$ cat config.mk
export PLATFORM = sky130hd
export DESIGN_NAME = arm_pipelined_data_memory_responder
export DESIGN_NICKNAME = d
export VERILOG_FILES = /design/src/rtl/arm_pipelined_mem_pkg.sv /design/src/rtl/arm_pipelined_word_ram.sv /design/src/rtl/arm_pipelined_data_memory_responder.sv
export SDC_FILE = /design/constraint.sdc
export NUM_CORES = 2
export LEC_CHECK = 0
export BUFFER_PORTS_ARGS = -buffer_cell sky130_fd_sc_hd__buf_2
export CAP_MARGIN = 10
export CORE_MARGIN = 4
export CORE_UTILIZATION = 45
export CTS_CLUSTER_SIZE = 28
export DETAILED_ROUTE_END_ITERATION = 8
export PLACE_DENSITY = 0.64
export SLEW_MARGIN = 30
export SYNTH_ARGS = -nofsm -noshare
export SYNTH_HDL_FRONTEND = slang
export SYNTH_SLANG_ARGS = --single-unit
$ cat constraint.sdc
create_clock -name i_CLK -period 4.7 [get_ports i_CLK]
set_input_delay 0 -clock i_CLK [delete_from_list [all_inputs] [get_ports i_CLK]]
set_output_delay 0 -clock i_CLK [all_outputs]
set_load 0.01 [all_outputs]
$ cat src/rtl/arm_pipelined_mem_pkg.sv
// Shared types and helpers for the pipelined ARM data-memory responder.
package arm_pipelined_mem_pkg;

  typedef enum logic [1:0] {
    IDLE = 2'd0,
    WAIT = 2'd1,
    RESP = 2'd2
  } state_t;

  // The address is zero-extended to 64 bits so that one helper serves every bus width.
  function automatic logic is_fault(input logic [63:0] addr, input int unsigned depth_words);
    logic [63:0] limit;
    limit    = 64'(depth_words) << 2;
    is_fault = (addr[1:0] != 2'b00) || (addr >= limit);
  endfunction

endpackage

$ cat src/rtl/arm_pipelined_word_ram.sv
// Word storage: synchronous write, combinational read, contents not reset.
module arm_pipelined_word_ram #(
  parameter int BusWidth   = 32,
  parameter int DepthWords = 64,
  localparam int AW        = $clog2(DepthWords)
) (
  input  logic                clk,
  input  logic                we,
  input  logic [AW-1:0]       addr,
  input  logic [BusWidth-1:0] wdata,
  output logic [BusWidth-1:0] rdata
);

  logic [BusWidth-1:0] mem [DepthWords];

  always_ff @(posedge clk) begin
    if (we) mem[addr] <= wdata;
  end

  assign rdata = mem[addr];

endmodule

$ cat src/rtl/arm_pipelined_data_memory_responder.sv
// Fixed-latency data memory for the MEM stage; stalls the pipeline while an access is in flight.
module arm_pipelined_data_memory_responder
  import arm_pipelined_mem_pkg::*;
#(
  parameter int BusWidth   = 32,
  parameter int DepthWords = 64,
  parameter int Latency    = 2
) (
  input  logic                i_CLK,
  input  logic                i_RESET,
  input  logic                i_MemRequest,
  input  logic                i_MemWrite,
  input  logic [BusWidth-1:0] i_Address,
  input  logic [BusWidth-1:0] i_WriteData,
  output logic [BusWidth-1:0] o_ReadData,
  output logic                o_Ready,
  output logic                o_Stall,
  output logic                o_Fault
);

  localparam int AW = $clog2(DepthWords);
  localparam int CW = $clog2(Latency) + 1;
  localparam logic [CW-1:0] CNT_INIT = CW'(Latency - 1);

  state_t              state, next_state;
  logic [CW-1:0]       cnt;
  logic                cap_write;
  logic [BusWidth-1:0] cap_addr;
  logic [BusWidth-1:0] cap_data;
  logic [BusWidth-1:0] read_data;
  logic                ready;
  logic                fault;

  logic                acc_fault;
  logic                acc_done;
  logic                ram_we;
  logic [BusWidth-1:0] ram_rdata;

  assign acc_fault = is_fault(64'(cap_addr), DepthWords);
  assign acc_done  = (state == WAIT) && (cnt == '0);
  // Gated by state, so an asynchronous reset mid-WAIT drops a pending store.
  assign ram_we    = acc_done && cap_write && !acc_fault;

  arm_pipelined_word_ram #(
    .BusWidth  (BusWidth),
    .DepthWords(DepthWords)
  ) u_ram (
    .clk  (i_CLK),
    .we   (ram_we),
    .addr (cap_addr[AW+1:2]),
    .wdata(cap_data),
    .rdata(ram_rdata)
  );

  always_ff @(posedge i_CLK or posedge i_RESET) begin
    if (i_RESET) state <= IDLE;
    else         state <= next_state;
  end

  always_comb begin
    next_state = state;
    o_Stall    = 1'b0;
    case (state)
      IDLE: begin
        o_Stall = i_MemRequest;
        if (i_MemRequest) next_state = WAIT;
      end
      WAIT: begin
        o_Stall = 1'b1;
        if (cnt == '0) next_state = RESP;
      end
      RESP:    next_state = IDLE;
      default: next_state = IDLE;
    endcase
  end

  always_ff @(posedge i_CLK or posedge i_RESET) begin
    if (i_RESET) begin
      cnt       <= '0;
      cap_write <= 1'b0;
      cap_addr  <= '0;
      cap_data  <= '0;
      read_data <= '0;
      ready     <= 1'b0;
      fault     <= 1'b0;
    end else begin
      ready <= 1'b0;
      case (state)
        IDLE: begin
          if (i_MemRequest) begin
            cap_write <= i_MemWrite;
            cap_addr  <= i_Address;
            cap_data  <= i_WriteData;
            cnt       <= CNT_INIT;
            fault     <= 1'b0;
          end
        end
        WAIT: begin
          if (cnt != '0) begin
            cnt <= cnt - CW'(1);
          end else begin
            ready <= 1'b1;
            fault <= acc_fault;
            if (acc_fault)       read_data <= '0;
            else if (!cap_write) read_data <= ram_rdata;
          end
        end
        default: ;
      endcase
    end
  end

  assign o_ReadData = read_data;
  assign o_Ready    = ready;
  assign o_Fault    = fault;

endmodule

Word level (Yosys, flattened, before mapping)

Memories as Yosys holds them, arrays and structs flattened.
Index checks and enable logic that the tools add are counted.

Bits in registers: 103
Memories kept: 1
Bits in writable memories: 2048
Bits of input ports: 68
Output and inout port bits: 35

Memories:

| name      | words | bits a word | read ports | clocked after memory_dff | write ports | RTL line                     | text |
|---|---|---|---|---|---|---|---|
| u_ram.mem | 64    | 32          | 1          | 0                        | 1           | arm_pipelined_word_ram.sv:14 | `logic [BusWidth-1:0] mem [DepthWords];` |

Bitwise logic cells: 1
$lt $le $gt $ge: 1
Muxes and demuxes: 15
Reduce and logical (&&, ||, !) cells: 15
Equal/unequal tests: 6
Add/subtract/negate cells: 1

Operator list:

| operator                                                                             | number |
|---|---|
| 32-bit two-way mux                                                                   | 2 |
| 32-bit by 9-bit greater-or-equal comparator with 1-bit output, second input constant | 1 |
| 3-bit AND reduction                                                                  | 3 |
| 2-bit case mux with 2 select lines                                                   | 2 |
| 1-bit two-way mux                                                                    | 6 |
| 2-bit two-way mux                                                                    | 3 |
| 2-bit by 1-bit != test with 1-bit output, second input constant                      | 3 |
| 2-bit nonzero test                                                                   | 3 |
| 2-bit zero test                                                                      | 2 |
| 2-bit != test, second input constant                                                 | 2 |
| 1-bit case mux with 2 select lines                                                   | 2 |
| 2-bit AND reduction                                                                  | 2 |
| 1-bit logical AND                                                                    | 3 |
| 2-bit by 1-bit equality test with 1-bit output, second input constant                | 1 |
| 2-bit by 1-bit subtractor with 2-bit output, second input constant                   | 1 |
| 1-bit zero test                                                                      | 1 |
| 1-bit logical OR                                                                     | 1 |
| 1-bit inverter                                                                       | 1 |

Logic depth before layout (Yosys ltp)

Word-level depth: 6
Depth in mapped cells: 11
Mapped depth without buffers: 7

Modules after synthesis

Synthesis repeated with hierarchy kept, for this count alone.

Cells, all modules: 4457
Area, all modules: 82193.8 µm²

By module, submodules not included:

| module                              | sequential area each (µm²) | cells each | times used | area each (µm²) |
|---|---|---|---|---|
| arm_pipelined_word_ram              | 61499.0                    | 4207       | 1          | 78287.6 |
| arm_pipelined_data_memory_responder | 2577.5                     | 250        | 1          | 3906.2 |

Least setup slack after synthesis

OpenSTA, ideal clock, no wires.

Path kind: register to register
From: register cap_addr[3]
To: memory u_ram.mem[15][0], enable pin
Data arrival time: 3150 ps
Path slack: 1129 ps
Clock period less this slack: 3571 ps
Cell stages (with the launch flop): 9
Path buffers: 4
Library setup time: 421 ps
Cells stage by stage: dfrtp_1 > buf_2 > buf_4 > clkinv_1 > clkbuf_1 > clkbuf_1 > nor2_1 > nand4_1 > nor2_1

Cells in the longest elaborated chain, start to end: 6

Ends and longest elaborated chain:

| what                                                          | RTL line                                  | text |
|---|---|---|
| start, declared                                               | arm_pipelined_data_memory_responder.sv:28 | `logic [BusWidth-1:0] cap_addr;` |
| start signal, assigned                                        | arm_pipelined_data_memory_responder.sv:92 | `cap_addr <= i_Address;` |
| 32-bit by 9-bit greater-or-equal comparator with 1-bit output | arm_pipelined_mem_pkg.sv:14               | `is_fault = (addr[1:0] != 2'b00) \|\| (addr >= limit);` |
| 1-bit logical OR                                              | arm_pipelined_mem_pkg.sv:14               |  |
| 1-bit zero test                                               | arm_pipelined_data_memory_responder.sv:42 | `assign ram_we = acc_done && cap_write && !acc_fault;` |
| 1-bit logical AND                                             | arm_pipelined_data_memory_responder.sv:42 |  |
| 1-bit two-way mux                                             | arm_pipelined_word_ram.sv:17              | `if (we) mem[addr] <= wdata;` |
| 1-bit two-way mux (implied by the code)                       | arm_pipelined_word_ram.sv:17              |  |
| end, declared                                                 | arm_pipelined_word_ram.sv:14              |  |

Parallel ways exist; a longest one is shown, timed or not.

Worst setup path in the final report

From: register cap_addr[2]
To: register read_data[18], in the netlist o_ReadData[18]

Cells in the longest elaborated chain, start to end: 4

Ends and longest elaborated chain:

| what                                                          | RTL line                                   | text |
|---|---|---|
| 32-bit by 9-bit greater-or-equal comparator with 1-bit output | arm_pipelined_mem_pkg.sv:14                |  |
| 1-bit logical OR                                              | arm_pipelined_mem_pkg.sv:14                |  |
| 2-bit by 1-bit != test with 1-bit output (no line)            | --                                         |  |
| 3-bit AND reduction (no line)                                 | --                                         |  |
| end signal, assigned                                          | arm_pipelined_data_memory_responder.sv:105 | `else if (!cap_write) read_data <= ram_rdata;` |
| end, declared                                                 | arm_pipelined_data_memory_responder.sv:30  | `logic [BusWidth-1:0] read_data;` |

Parallel ways exist; a longest one is shown, timed or not. The select of a mux whose other input is x is not followed.
A chain may end at the register's enable or synchronous reset.

==> metrics.md <==
| Metric | Value |
|---|---|
| Synth top area share | `roughly 76%` |
| Worst R2R Setup Slack | `about 0.58 ns` |
| Share of flip-flops with an asynchronous set or reset | `between 4 and 5%` |
| Slew headroom | `between 20% and 30%` |
| Final Cell Area | `around 94000 um2` |
| Die W | `around 430 um` |
| DP HPWL | `about 140 mm` |
| Hold Path Depth | `4` |
| Period minus WS final | `4.12 ns` |
| Initial Utilization | `~45%` |
| R2r endpoint | `o_ReadData[18]` |
| Max Freq | `0.243 GHz` |
| Pwr Density | `617 nW/um2` |
| Peak supply drop | `~0.00094 V` |
| Final count of hold timing violations | `0` |
| CP cell instances | `nand2b_4 > buf_4 > buf_4 > o22ai_1 > o21ai_0 > a21oi_1 > nor4_1 > a32o_1` |
| CP max stage delay | `about 0.88 ns` |
| All-Layer GR Usage | `about 25%` |
| Mapped Cells | `around 4300` |
| Worst clock skew | `roughly 0.050 ns` |
| CP Launch Type | `flop` |
| Clock Root Buffer | `clkbuf_16` |
| Critical R2R Launch | `cap_addr[2]` |
| Area of the mapped netlist | `between 80000 and 90000 um2` |
| Worst Path Required | `~5.5 ns` |
| Min-Delay Startpoint | `i_Address[3]` |
| HP Class | `input port to flop` |
| Share of cells above drive strength 1 | `roughly 22%` |
| Synth Net Count | `4371` |
| Post-synth top area cell | `edfxtp_1` |
| Grt total ovfl | `0` |
| Vias/cell | `6.39` |
| Netlist cell types | `between 60 and 70` |
| Layout area overhead | `15.5%` |
| Routed length per placed instance | `roughly 33 um` |
| Final Max Tran Viols | `0` |
| DIE HEIGHT | `around 430 um` |
| Total number of vias | `45900` |
| Final ANT Viol Nets | `0` |
| Setup TNS | `0 ns` |
| Global-route wire length before repair | `around 340 mm` |
| CP max-delay cell | `dfrtp_4` |
| Most common cell after layout, fill and taps aside | `edfxtp_1` |
| CTS tree | `done` |
| Hold Path End | `cap_addr[3]` |
| CP max FO | `38` |
| Crit path kind | `flop to flop` |
| GPL Wtd Cong | `approximately 0.88` |
| Num rows | `approximately 160` |
| Post-synth EDFFs | `~2000` |
| Clock Latency Late Sink | `~0.86 ns` |
| 1st-iter DRT viols | `6537` |
| Top FF cell, synth | `edfxtp_1` |
| Reg2Reg Depth | `8` |
| P_leak | `approximately 0.03 uW` |
| Post-DP Area | `between 80000 and 90000 um2` |
| Critical path's top delay family | `simple AND/OR/NAND/NOR gates` |
| CP Data Arrival Time | `approximately 5 ns` |
| IO Port Bufs | `between 100 and 150` |
| Yosys reg bits | `between 2000 and 2500` |
| Post-synthesis average cell area | `between 15 and 20 um2` |
| Core area | `179000 um2` |
| Outcome | `complete, no violations` |
| Die area | `approximately 190000 um2` |
| # setup viols final | `0` |
| Setup Buffers After CTS | `0` |
| Initial antenna violation count | `8` |
| Buf+Inv Stages, Crit Path | `2` |
| Fin crit share | `about 88%` |
| # fillers | `around 14000` |
| Largest net degree at the start of global routing | `approximately 110` |
| Io pins | `roughly 100` |
| Register area share after synthesis | `78.8%` |
| Clock sink total | `approximately 2200` |
| First-pass DRT Iterations | `8` |
| Worst path depth | `8` |
| Drt drc | `0` |
| Htree depth | `4` |
| Final #Nets | `4714` |
| Synth Warn # | `0` |
| CTS buffer count | `202` |
| Most frequent CP cell | `buf_4` |
| Routed wire length | `between 200 and 250 mm` |
| Worst slew pin tran | `about 1.1 ns` |
| Largest cells by area after synthesis | `edfxtp_1 76%, mux4_2 5.0%, dfrtp_1 3.2%` |
| Worst-path clk slew | `roughly 0.060 ns` |
| Final core occ | `between 50% and 60%` |
| Clock Path Buffers | `3` |
| Most frequent cells in the layout | `2048 x edfxtp_1, 291 x o22ai_1, 203 x o221ai_1` |
| CP endpoint kind | `flop` |
| Unrepaired setup endpoints after global routing | `false` |
| Max-Cap Viols | `0` |
| Vias in the first global route | `~44000` |
==> Yosys cell counts, types with 60 or more instances <==
cell and instances:
mux2_2 135, edfxtp_1 2048, nor2_1 146, o22ai_1 291, mux4_2 182, clkbuf_1 119, a22oi_1 60, o221ai_1 203
dfrtp_1 103, buf_2 101, nand2_1 95, a21oi_1 110, mux2i_1 165, o21ai_0 177
==> layer usage <==
layer | share of wire (%) | vias up | track usage, % | routed length (um)
li1 | - | 18700 | - | -
met1 | 38 | 24100 | 34.8 | 91300
met2 | 46 | 2720 | 38.6 | 110000
met3 | 11 | 428 | 6.86 | 27100
met4 | 3.6 | 6 | 8.36 | 8480
met5 | 0.016 | - | 0 | 37
==> through the flow <==
stage / power (uW) / hold slack, ns / std cells / setup WS (ns)
2_1_floorplan: 34700 / 0.117 / 4302 / 1.13
3_3_place_gp: 41800 / 0.151 / 6666 / 0.870
3_5_place_dp: 42100 / 0.148 / 6666 / 0.840
4_1_cts: 57900 / 0.0133 / 7168 / 0.775
5_1_grt: 59800 / 0.0257 / 7169 / 0.664
6_report: 58000 / 0.0521 / 7172 / 0.577
==> worst min-delay path, cell delays in order <==
cell and delay, ns:
dlygate4sd3_1 0.53, buf_2 0.10, nand2_1 0.10, o21ai_0 0.14
==> logic make-up after synthesis <==
family / share of synthesized area [%]
buffers and inverters: 1.80
DFF: 78.8
adders and majority gates: 0.0154
muxes: 8.94
AOI/OAI and AO/OA: 8.30
and+or+nand+nor: 2.20
==> what timing repair did <==
item                                   CTS  global route
resized for setup                        0             0
hold buffers                           129             0
endpoints found under the hold margin  130             0
==> how the worst max path moves through the flow <==
stage | startpoint | end | slack (ns)
2_1_floorplan | cap_addr[3] | u_ram.mem[15][0] | 1.13
3_3_place_gp | cap_addr[2] | o_ReadData[18] | 0.87
3_5_place_dp | cap_addr[2] | o_ReadData[18] | 0.84
4_1_cts | cap_addr[2] | o_ReadData[18] | 0.77
5_1_grt | cap_addr[2] | o_ReadData[18] | 0.66
6_report | cap_addr[2] | o_ReadData[18] | 0.58
==> registers in the layout, indices dropped and copies added (netlist names) <==
signal and cells:
u_ram.mem 2048, cap_addr 32, cap_data 32, o_ReadData 32, cnt 2, state 2
cap_write 1, o_Fault 1, o_Ready 1
==> report_power, final <==
part           switching [uW]  leakage (uW)  internal (uW)
Sequential               1340        0.0197          24100
Combinational           11500       0.00679           5060
Clock                    7120       0.00317           8840
==> cell type report <==
| cell class | count | area (um2) | share of cell area (%) |
|---|---|---|---|
| diodes | 3 | 7.51 | 0.00799 |
| clock buffers | 257 | 5420 | 5.77 |
| clock inverters | 116 | 1040 | 1.11 |
| flip-flops and latches | 2151 | 64100 | 68.2 |
| well taps | 2355 | 2950 | 3.14 |
| inverters | 10 | 47.5 | 0.0506 |
| repair buffers | 434 | 3940 | 4.19 |
| multi-input cells | 1846 | 16400 | 17.5 |
(Power assumes the default switching activity.)
